<file path="src/rtl/oled_spi_pkg.sv">
// Shared constants and types for the AHB-Lite OLED SPI controller:
// register offsets, register bit positions and shift-engine states.
package oled_spi_pkg;

    localparam logic [1:0] REG_TXDATA = 2'd0;
    localparam logic [1:0] REG_CTRL   = 2'd1;
    localparam logic [1:0] REG_STATUS = 2'd2;
    localparam logic [1:0] REG_RES    = 2'd3;

    localparam int unsigned TXD_DC_BIT     = 8;
    localparam int unsigned CTRL_EN_BIT    = 0;
    localparam int unsigned CTRL_DIV_LSB   = 1;
    localparam int unsigned CTRL_FLUSH_BIT = 31;

    localparam int unsigned STAT_BUSY_BIT  = 0;
    localparam int unsigned STAT_FULL_BIT  = 1;
    localparam int unsigned STAT_EMPTY_BIT = 2;
    localparam int unsigned STAT_OVF_BIT   = 3;
    localparam int unsigned STAT_LEVEL_LSB = 4;

    typedef enum logic [2:0] {
        StIdle,
        StLoad,
        StLow,
        StHigh,
        StHold
    } spi_state_e;

endpackage

</file>
<file path="src/rtl/oled_spi_fifo.sv">
// Synchronous TX FIFO with flush and fill level. Read data is first-word
// fall-through; flush takes priority over a simultaneous push or pop.
module oled_spi_fifo #(
    parameter int unsigned DEPTH = 16,
    parameter int unsigned WIDTH = 9,
    localparam int unsigned AW   = $clog2(DEPTH),
    localparam int unsigned LW   = AW + 1
) (
    input  logic             clk_i,
    input  logic             rst_ni,
    input  logic             push_i,
    input  logic [WIDTH-1:0] wdata_i,
    input  logic             pop_i,
    input  logic             flush_i,
    output logic [WIDTH-1:0] rdata_o,
    output logic             full_o,
    output logic             empty_o,
    output logic [LW-1:0]    level_o
);

    logic [WIDTH-1:0] mem_q [DEPTH];
    logic [AW-1:0]    wr_ptr_q;
    logic [AW-1:0]    rd_ptr_q;
    logic [LW-1:0]    cnt_q;
    logic             do_push;
    logic             do_pop;

    assign full_o  = (cnt_q == LW'(DEPTH));
    assign empty_o = (cnt_q == '0);
    assign level_o = cnt_q;
    assign rdata_o = mem_q[rd_ptr_q];

    // A pop frees a slot in the same cycle, so push-while-full is accepted then.
    assign do_pop  = pop_i & ~empty_o;
    assign do_push = push_i & (~full_o | do_pop);

    always_ff @(posedge clk_i) begin
        if (!rst_ni) begin
            wr_ptr_q <= '0;
            rd_ptr_q <= '0;
            cnt_q    <= '0;
        end else if (flush_i) begin
            wr_ptr_q <= '0;
            rd_ptr_q <= '0;
            cnt_q    <= '0;
        end else begin
            if (do_push) begin
                wr_ptr_q <= wr_ptr_q + AW'(1);
            end
            if (do_pop) begin
                rd_ptr_q <= rd_ptr_q + AW'(1);
            end
            cnt_q <= cnt_q + LW'(do_push) - LW'(do_pop);
        end
    end

    always_ff @(posedge clk_i) begin
        if (do_push && !flush_i) begin
            mem_q[wr_ptr_q] <= wdata_i;
        end
    end

endmodule

</file>
<file path="src/rtl/ahblite_oled_spi.sv">
// AHB-Lite slave with a FIFO-fed SPI shift engine for an SSD1306-class OLED
// (SCLK/SDIN/DC/CS_N) plus a software-controlled panel reset pin.
module ahblite_oled_spi
    import oled_spi_pkg::*;
#(
    parameter int unsigned FIFO_DEPTH  = 16,
    parameter int unsigned DIV_W       = 8,
    parameter int unsigned DEFAULT_DIV = 4
) (
    input  logic        HCLK,
    input  logic        HRESETn,
    input  logic        HSEL,
    input  logic [31:0] HADDR,
    input  logic [1:0]  HTRANS,
    input  logic [2:0]  HSIZE,
    input  logic [3:0]  HPROT,
    input  logic        HWRITE,
    input  logic [31:0] HWDATA,
    input  logic        HREADY,
    output logic        HREADYOUT,
    output logic [31:0] HRDATA,
    output logic [1:0]  HRESP,
    output logic        OLED_SCLK,
    output logic        OLED_SDIN,
    output logic        OLED_DC,
    output logic        OLED_CS_N,
    output logic        OLED_RES_N
);

    localparam int unsigned LW = $clog2(FIFO_DEPTH) + 1;

    logic             dphase_q;
    logic             dwrite_q;
    logic [1:0]       daddr_q;
    logic             en_q;
    logic [DIV_W-1:0] div_q;
    logic             ovf_q;
    logic             res_q;

    logic             trans_en;
    logic             wr_en;
    logic             push;
    logic             flush;
    logic             pop;
    logic [8:0]       fifo_rdata;
    logic             fifo_full;
    logic             fifo_empty;
    logic [LW-1:0]    fifo_level;

    spi_state_e       state_q, state_d;
    logic [DIV_W-1:0] cnt_q, cnt_d;
    logic [DIV_W-1:0] div_lat_q, div_lat_d;
    logic [2:0]       bitcnt_q, bitcnt_d;
    logic [7:0]       sh_q, sh_d;
    logic [8:0]       pend_q, pend_d;
    logic             sclk_q, sclk_d;
    logic             sdin_q, sdin_d;
    logic             dc_q, dc_d;
    logic             cs_n_q, cs_n_d;
    logic             half_done;

    logic             unused_ahb;
    assign unused_ahb = ^{HSIZE, HPROT, HADDR, HTRANS, HWDATA};

    assign trans_en = HSEL & HTRANS[1] & HREADY;

    always_ff @(posedge HCLK) begin
        if (!HRESETn) begin
            dphase_q <= 1'b0;
            dwrite_q <= 1'b0;
            daddr_q  <= '0;
        end else begin
            dphase_q <= trans_en;
            if (trans_en) begin
                dwrite_q <= HWRITE;
                daddr_q  <= HADDR[3:2];
            end
        end
    end

    assign wr_en = dphase_q & dwrite_q;
    assign push  = wr_en & (daddr_q == REG_TXDATA);
    assign flush = wr_en & (daddr_q == REG_CTRL) & HWDATA[CTRL_FLUSH_BIT];

    always_ff @(posedge HCLK) begin
        if (!HRESETn) begin
            en_q  <= 1'b0;
            div_q <= DIV_W'(DEFAULT_DIV);
            ovf_q <= 1'b0;
            res_q <= 1'b0;
        end else begin
            if (wr_en && daddr_q == REG_CTRL) begin
                en_q  <= HWDATA[CTRL_EN_BIT];
                div_q <= HWDATA[CTRL_DIV_LSB +: DIV_W];
            end
            if (wr_en && daddr_q == REG_RES) begin
                res_q <= HWDATA[0];
            end
            if (wr_en && daddr_q == REG_STATUS && HWDATA[STAT_OVF_BIT]) begin
                ovf_q <= 1'b0;
            end else if (push && fifo_full && !pop && !flush) begin
                ovf_q <= 1'b1;
            end
        end
    end

    oled_spi_fifo #(
        .DEPTH (FIFO_DEPTH),
        .WIDTH (9)
    ) u_fifo (
        .clk_i   (HCLK),
        .rst_ni  (HRESETn),
        .push_i  (push),
        .wdata_i (HWDATA[TXD_DC_BIT:0]),
        .pop_i   (pop),
        .flush_i (flush),
        .rdata_o (fifo_rdata),
        .full_o  (fifo_full),
        .empty_o (fifo_empty),
        .level_o (fifo_level)
    );

    always_ff @(posedge HCLK) begin
        if (!HRESETn) begin
            state_q   <= StIdle;
            cnt_q     <= '0;
            div_lat_q <= '0;
            bitcnt_q  <= '0;
            sh_q      <= '0;
            pend_q    <= '0;
            sclk_q    <= 1'b0;
            sdin_q    <= 1'b0;
            dc_q      <= 1'b0;
            cs_n_q    <= 1'b1;
        end else begin
            state_q   <= state_d;
            cnt_q     <= cnt_d;
            div_lat_q <= div_lat_d;
            bitcnt_q  <= bitcnt_d;
            sh_q      <= sh_d;
            pend_q    <= pend_d;
            sclk_q    <= sclk_d;
            sdin_q    <= sdin_d;
            dc_q      <= dc_d;
            cs_n_q    <= cs_n_d;
        end
    end

    assign half_done = (cnt_q == div_lat_q);

    always_comb begin
        state_d   = state_q;
        cnt_d     = cnt_q;
        div_lat_d = div_lat_q;
        bitcnt_d  = bitcnt_q;
        sh_d      = sh_q;
        pend_d    = pend_q;
        sclk_d    = sclk_q;
        sdin_d    = sdin_q;
        dc_d      = dc_q;
        cs_n_d    = cs_n_q;
        pop       = 1'b0;
        case (state_q)
            StIdle: begin
                if (en_q && !fifo_empty) begin
                    pop     = 1'b1;
                    pend_d  = fifo_rdata;
                    state_d = StLoad;
                end
            end
            StLoad: begin
                sh_d      = pend_q[7:0];
                bitcnt_d  = 3'd7;
                dc_d      = pend_q[8];
                cs_n_d    = 1'b0;
                sdin_d    = pend_q[7];
                cnt_d     = '0;
                // Divider is latched per byte so CTRL writes never stretch a byte.
                div_lat_d = div_q;
                state_d   = StLow;
            end
            StLow: begin
                if (half_done) begin
                    cnt_d   = '0;
                    sclk_d  = 1'b1;
                    state_d = StHigh;
                end else begin
                    cnt_d = cnt_q + DIV_W'(1);
                end
            end
            StHigh: begin
                if (half_done) begin
                    cnt_d  = '0;
                    sclk_d = 1'b0;
                    if (bitcnt_q != 3'd0) begin
                        sh_d     = {sh_q[6:0], 1'b0};
                        sdin_d   = sh_q[6];
                        bitcnt_d = bitcnt_q - 3'd1;
                        state_d  = StLow;
                    end else if (en_q && !fifo_empty) begin
                        pop     = 1'b1;
                        pend_d  = fifo_rdata;
                        state_d = StLoad;
                    end else begin
                        state_d = StHold;
                    end
                end else begin
                    cnt_d = cnt_q + DIV_W'(1);
                end
            end
            StHold: begin
                if (half_done) begin
                    cnt_d   = '0;
                    cs_n_d  = 1'b1;
                    state_d = StIdle;
                end else begin
                    cnt_d = cnt_q + DIV_W'(1);
                end
            end
            default: state_d = StIdle;
        endcase
    end

    always_comb begin
        HRDATA = '0;
        case (daddr_q)
            REG_CTRL: begin
                HRDATA[CTRL_EN_BIT]             = en_q;
                HRDATA[CTRL_DIV_LSB +: DIV_W]   = div_q;
            end
            REG_STATUS: begin
                HRDATA[STAT_BUSY_BIT]           = (state_q != StIdle);
                HRDATA[STAT_FULL_BIT]           = fifo_full;
                HRDATA[STAT_EMPTY_BIT]          = fifo_empty;
                HRDATA[STAT_OVF_BIT]            = ovf_q;
                HRDATA[STAT_LEVEL_LSB +: LW]    = fifo_level;
            end
            REG_RES: HRDATA[0] = res_q;
            default: HRDATA = '0;
        endcase
    end

    assign HREADYOUT  = 1'b1;
    assign HRESP      = 2'b00;
    assign OLED_SCLK  = sclk_q;
    assign OLED_SDIN  = sdin_q;
    assign OLED_DC    = dc_q;
    assign OLED_CS_N  = cs_n_q;
    assign OLED_RES_N = res_q;

endmodule

</file>
<file path="config.mk">
export PLATFORM = sky130hd
export DESIGN_NAME = ahblite_oled_spi
export DESIGN_NICKNAME = d
export VERILOG_FILES = /design/src/rtl/oled_spi_pkg.sv /design/src/rtl/oled_spi_fifo.sv /design/src/rtl/ahblite_oled_spi.sv
export SDC_FILE = /design/constraint.sdc
export NUM_CORES = 1
export LEC_CHECK = 0
export CAP_MARGIN = 30
export CORE_ASPECT_RATIO = 1.2
export CORE_MARGIN = 2
export CORE_UTILIZATION = 50
export CTS_CLUSTER_SIZE = 25
export DETAILED_ROUTE_END_ITERATION = 8
export PLACE_DENSITY = 0.76
export SLEW_MARGIN = 20
export SYNTH_ARGS = -nofsm -noshare
export SYNTH_HDL_FRONTEND = slang
export SYNTH_SLANG_ARGS = --single-unit
</file>
<file path="constraint.sdc">
create_clock -name HCLK -period 2.7 [get_ports HCLK]
set_input_delay 0.54 -clock HCLK [delete_from_list [all_inputs] [get_ports HCLK]]
set_output_delay 0.54 -clock HCLK [all_outputs]
set_load 0.05 [all_outputs]
</file>
==> flow_summary.json <==
{
  "clk_transition_reported_paths_ps": 60,
  "syn-mean-instance-area_um2": 13.65,
  "detailedPlacementHpwl_mm": 13.54,
  "critical_setup_path_class": "register to register",
  "grt_pass1_vias": 5944,
  "cellLeakagePower_nw": 3.638,
  "worst_slew_pin_slew_ps": 715.3,
  "remaining_drc_errors": 0,
  "synth_enable_flop_cells": 144,
  "layout_common_cells": "sky130_fd_sc_hd__edfxtp_1, sky130_fd_sc_hd__dfxtp_1, sky130_fd_sc_hd__nand2_1, sky130_fd_sc_hd__buf_4, sky130_fd_sc_hd__a21oi_1",
  "synth.mux.area_fraction": 0.1138,
  "post_synth_inst_count": 696,
  "timing.critical_path.cells": "inv_1 > ha_1 > nor4b_4 > and4b_1 > nand3_2 > a21oi_4 > ha_1 > fa_2 > a21oi_1 > nor2_1 > nor2_1 > xnor2_1 > nor2_1",
  "grt_max_degree": 37,
  "antenna_found_initial": 0,
  "worst_slew_margin_rel": 0.5216,
  "cts_root_buf": "sky130_fd_sc_hd__clkbuf_16",
  "hold-path-cell-count": 2,
  "clock_insertion_delay_worst_skew_ps": 510,
  "critical_path_required_ps": 3100,
  "clock-skew-final_ps": 9.647,
  "final_max_slew_viol_count": 0,
  "worstSetupStartpointType": "register",
  "critPathMaxStageDelay_ps": 360,
  "drtIter0Drc": 477,
  "fp.coreArea_um2": 18720,
  "use_met2": 0.3642,
  "holdCritPathClass": "register to register",
  "launch_point_of_the_worst_hold_path": "OLED_DC$_SDFFE_PN0P_",
  "ctsHtreeMaxLevel": 1,
  "cts_sinks": 218,
  "cap_viol_max_count": 0,
  "fmaxAchievable_mhz": 389.9,
  "synth_simple_gate_area_share": 0.1072,
  "post_route_cells_drive_above_1_share": 0.1917,
  "critical_path.startpoint": "u_fifo.level_o[2]$_SDFF_PP0_",
  "placement_setup_slack_ps": 3.744,
  "synth_area_leaders": "sky130_fd_sc_hd__edfxtp_1, sky130_fd_sc_hd__dfxtp_1, sky130_fd_sc_hd__mux4_2",
  "critical-path-top-cell-by-count": "sky130_fd_sc_hd__nor2_1",
  "design.portCount": 118,
  "top_usage_layer": "met2",
  "family_with_the_most_delay_on_the_worst_path": "simple AND/OR/NAND/NOR gates",
  "instances_no_fill": 1028,
  "cell_type_of_the_slowest_stage_on_the_worst_timing_path": "sky130_fd_sc_hd__fa_2",
  "floorplan.initialDensity": 0.5075,
  "postCtsSetupRepairBufs": 0,
  "wire_per_inst_um": 19.55,
  "input_output_buffers": 31,
  "fp.dieW_um": 129.8,
  "status": "finished, final reports clean",
  "rrSetupSlack_ps": 140,
  "nNetsFinal": 852,
  "cts_made_buffers": 22,
  "worstPathArrival_ps": 2970,
  "global_route.overflow_total": 0,
  "ir_worst_vdd_uv": 545.1,
  "grt.met1_usage": 0.2535,
  "path_depth": 13,
  "synth_adder_area_share": 0.02450,
  "ys_async_sr_fraction": 0,
  "synth_xor_xnor_area_share": 0.01739,
  "grt_first_pass_wirelength_mm": 31.94,
  "synth.ff_latch_count": 218,
  "synth_compound_area_frac": 0.08114,
  "synth_top_family_by_area": "multiplexers",
  "num_vias": 5832,
  "clock_tree.buffer_depth": 3,
  "design.die.area_um2": 20120,
  "critPathCaptureType": "register",
  "synthToLayoutAreaGrowth_pct": 15.36,
  "floorplan.die.height_um": 155.0,
  "gp_routability_congestion": 0.9164,
  "insertedDiodeCount": 0,
  "yosys_warnings": 0,
  "drt_first_pass_iters": 5,
  "syn-cell-area_um2": 9499,
  "grt.total_usage": 0.2036,
  "postSynth.topFlopCell": "sky130_fd_sc_hd__edfxtp_1",
  "cp.buffers_inverters": 1,
  "num_rows": 55,
  "viasPerCell": 5.673,
  "hold_violations": 0,
  "post-layout-total-power_w": 0.007112,
  "fin_crit_sh": 0.9500,
  "post-route-worst-setup-slack_ps": 135.1,
  "setup-tns-final_ps": 0,
  "portion_of_synthesized_cell_area_occupied_by_the_leading_cell_type": 0.4552,
  "place.detailed.instances": 987,
  "p_per_area_nw_per_um2": 649.0,
  "synth_largest_area_cell": "sky130_fd_sc_hd__edfxtp_1",
  "r2r_path_start": "u_fifo.level_o[2]$_SDFF_PP0_",
  "grt_setup_unrepaired": "no",
  "rr_worst_depth": 13,
  "layout.cells.most_common": "sky130_fd_sc_hd__edfxtp_1",
  "globalRouteMet3Util": 0.03164,
  "fin_crit_ps": 2565,
  "synth_seq_area_share": 0.6112,
  "setup_viol_count_final": 0,
  "timing.hold.ws_ps": 458.7,
  "routed_wirelength_mm": 20.09,
  "cts_tree": "built",
  "yosys.cell_types.count": 60,
  "critPathMaxFanout": 4,
  "ant_nets": 0
}
==> per-layer routing <==
metal / up-vias / part of all wire
met4: 0 / 0.027
met2: 136 / 0.54
li1: 2717 / -
met5: - / 0
met3: 41 / 0.043
met1: 2938 / 0.39
==> stage by stage <==
step / util / cell area, um^2
6_report: 0.5854 / 10960
5_1_grt: 0.5854 / 10960
4_1_cts: 0.5838 / 10930
3_5_place_dp: 0.5432 / 10170
3_3_place_gp: 0.5432 / 10170
2_1_floorplan: - / 9589
==> worst paths after layout <==
kind / end
worst min-delay path: OLED_DC$_SDFFE_PN0P_
worst min register to register: OLED_DC$_SDFFE_PN0P_
worst max register to register: u_fifo.level_o[4]$_SDFF_PP0_
worst max-delay path: u_fifo.level_o[4]$_SDFF_PP0_
==> cell type report <==
class	instances	area, um^2
inverter	12	45.04
fill	1457	7760
clock inverter	7	86.33
sequential	218	5808
clock buffer	33	664.4
timing repair buffer	76	638.1
multi-input combinational	426	3396
tap	256	320.3
==> synth_stat cells (12+ instances only) <==
cell type	instances
sky130_fd_sc_hd__mux4_2	36
sky130_fd_sc_hd__ha_1	17
sky130_fd_sc_hd__a21oi_1	48
sky130_fd_sc_hd__buf_4	29
sky130_fd_sc_hd__nor2_1	22
sky130_fd_sc_hd__nand2_1	68
sky130_fd_sc_hd__and4_1	17
sky130_fd_sc_hd__a22oi_1	12
sky130_fd_sc_hd__o21ai_0	17
sky130_fd_sc_hd__dfxtp_1	74
sky130_fd_sc_hd__edfxtp_1	144
sky130_fd_sc_hd__mux2i_1	27
sky130_fd_sc_hd__clkbuf_1	24
sky130_fd_sc_hd__nand3_1	29
sky130_fd_sc_hd__nor2b_1	14
==> worst register-to-register path: stages, from the launching register on <==
cell	delay (ps)
sky130_fd_sc_hd__dfxtp_1	330
sky130_fd_sc_hd__inv_1	80
sky130_fd_sc_hd__ha_1	160
sky130_fd_sc_hd__nor4b_4	290
sky130_fd_sc_hd__and4b_1	280
sky130_fd_sc_hd__nand3_2	130
sky130_fd_sc_hd__a21oi_4	80
sky130_fd_sc_hd__ha_1	240
sky130_fd_sc_hd__fa_2	360
sky130_fd_sc_hd__a21oi_1	160
sky130_fd_sc_hd__nor2_1	50
sky130_fd_sc_hd__nor2_1	110
sky130_fd_sc_hd__xnor2_1	130
sky130_fd_sc_hd__nor2_1	70
==> logic make-up (layout without fill, tap and decap cells) <==
group,count (synthesis),after routing
other,2,26
AO/OA/AOI/OAI,119,119
multiplexers,63,63
AND/OR/NAND/NOR,188,188
adder cells (fa/ha/maj),18,18
XOR/XNOR,12,12
flip-flops,218,218
buffers and inverters,76,128
==> flip-flops by register name, indices dropped and copies added (netlist names), 2 cells and up, named ones only <==
register and flops:
u_fifo.mem_q 144, sh_q 7, u_fifo.level_o 5, u_fifo.wr_ptr_q 4
bitcnt_q 3, daddr_q 2, u_fifo.rd_ptr_q 4, div_lat_q 8
state_q 3, div_q 8, cnt_q 8, pend_q 9
==> report_power, final <==
group | total, W | internal, W | switching [W]
Combinational | 0.000396 | 0.000112 | 0.000284
Sequential | 0.00358 | 0.00357 | 0.0000146
Clock | 0.00313 | 0.00189 | 0.00124
==> repair_timing <==
item	in CTS	in global routing
endpoints found under the setup margin	1	3
hold buffers	0	0
endpoints found under the hold margin	0	0
resized for setup	1	7
cloned	0	0
No activity file was read; power rests on OpenSTA's default activity.
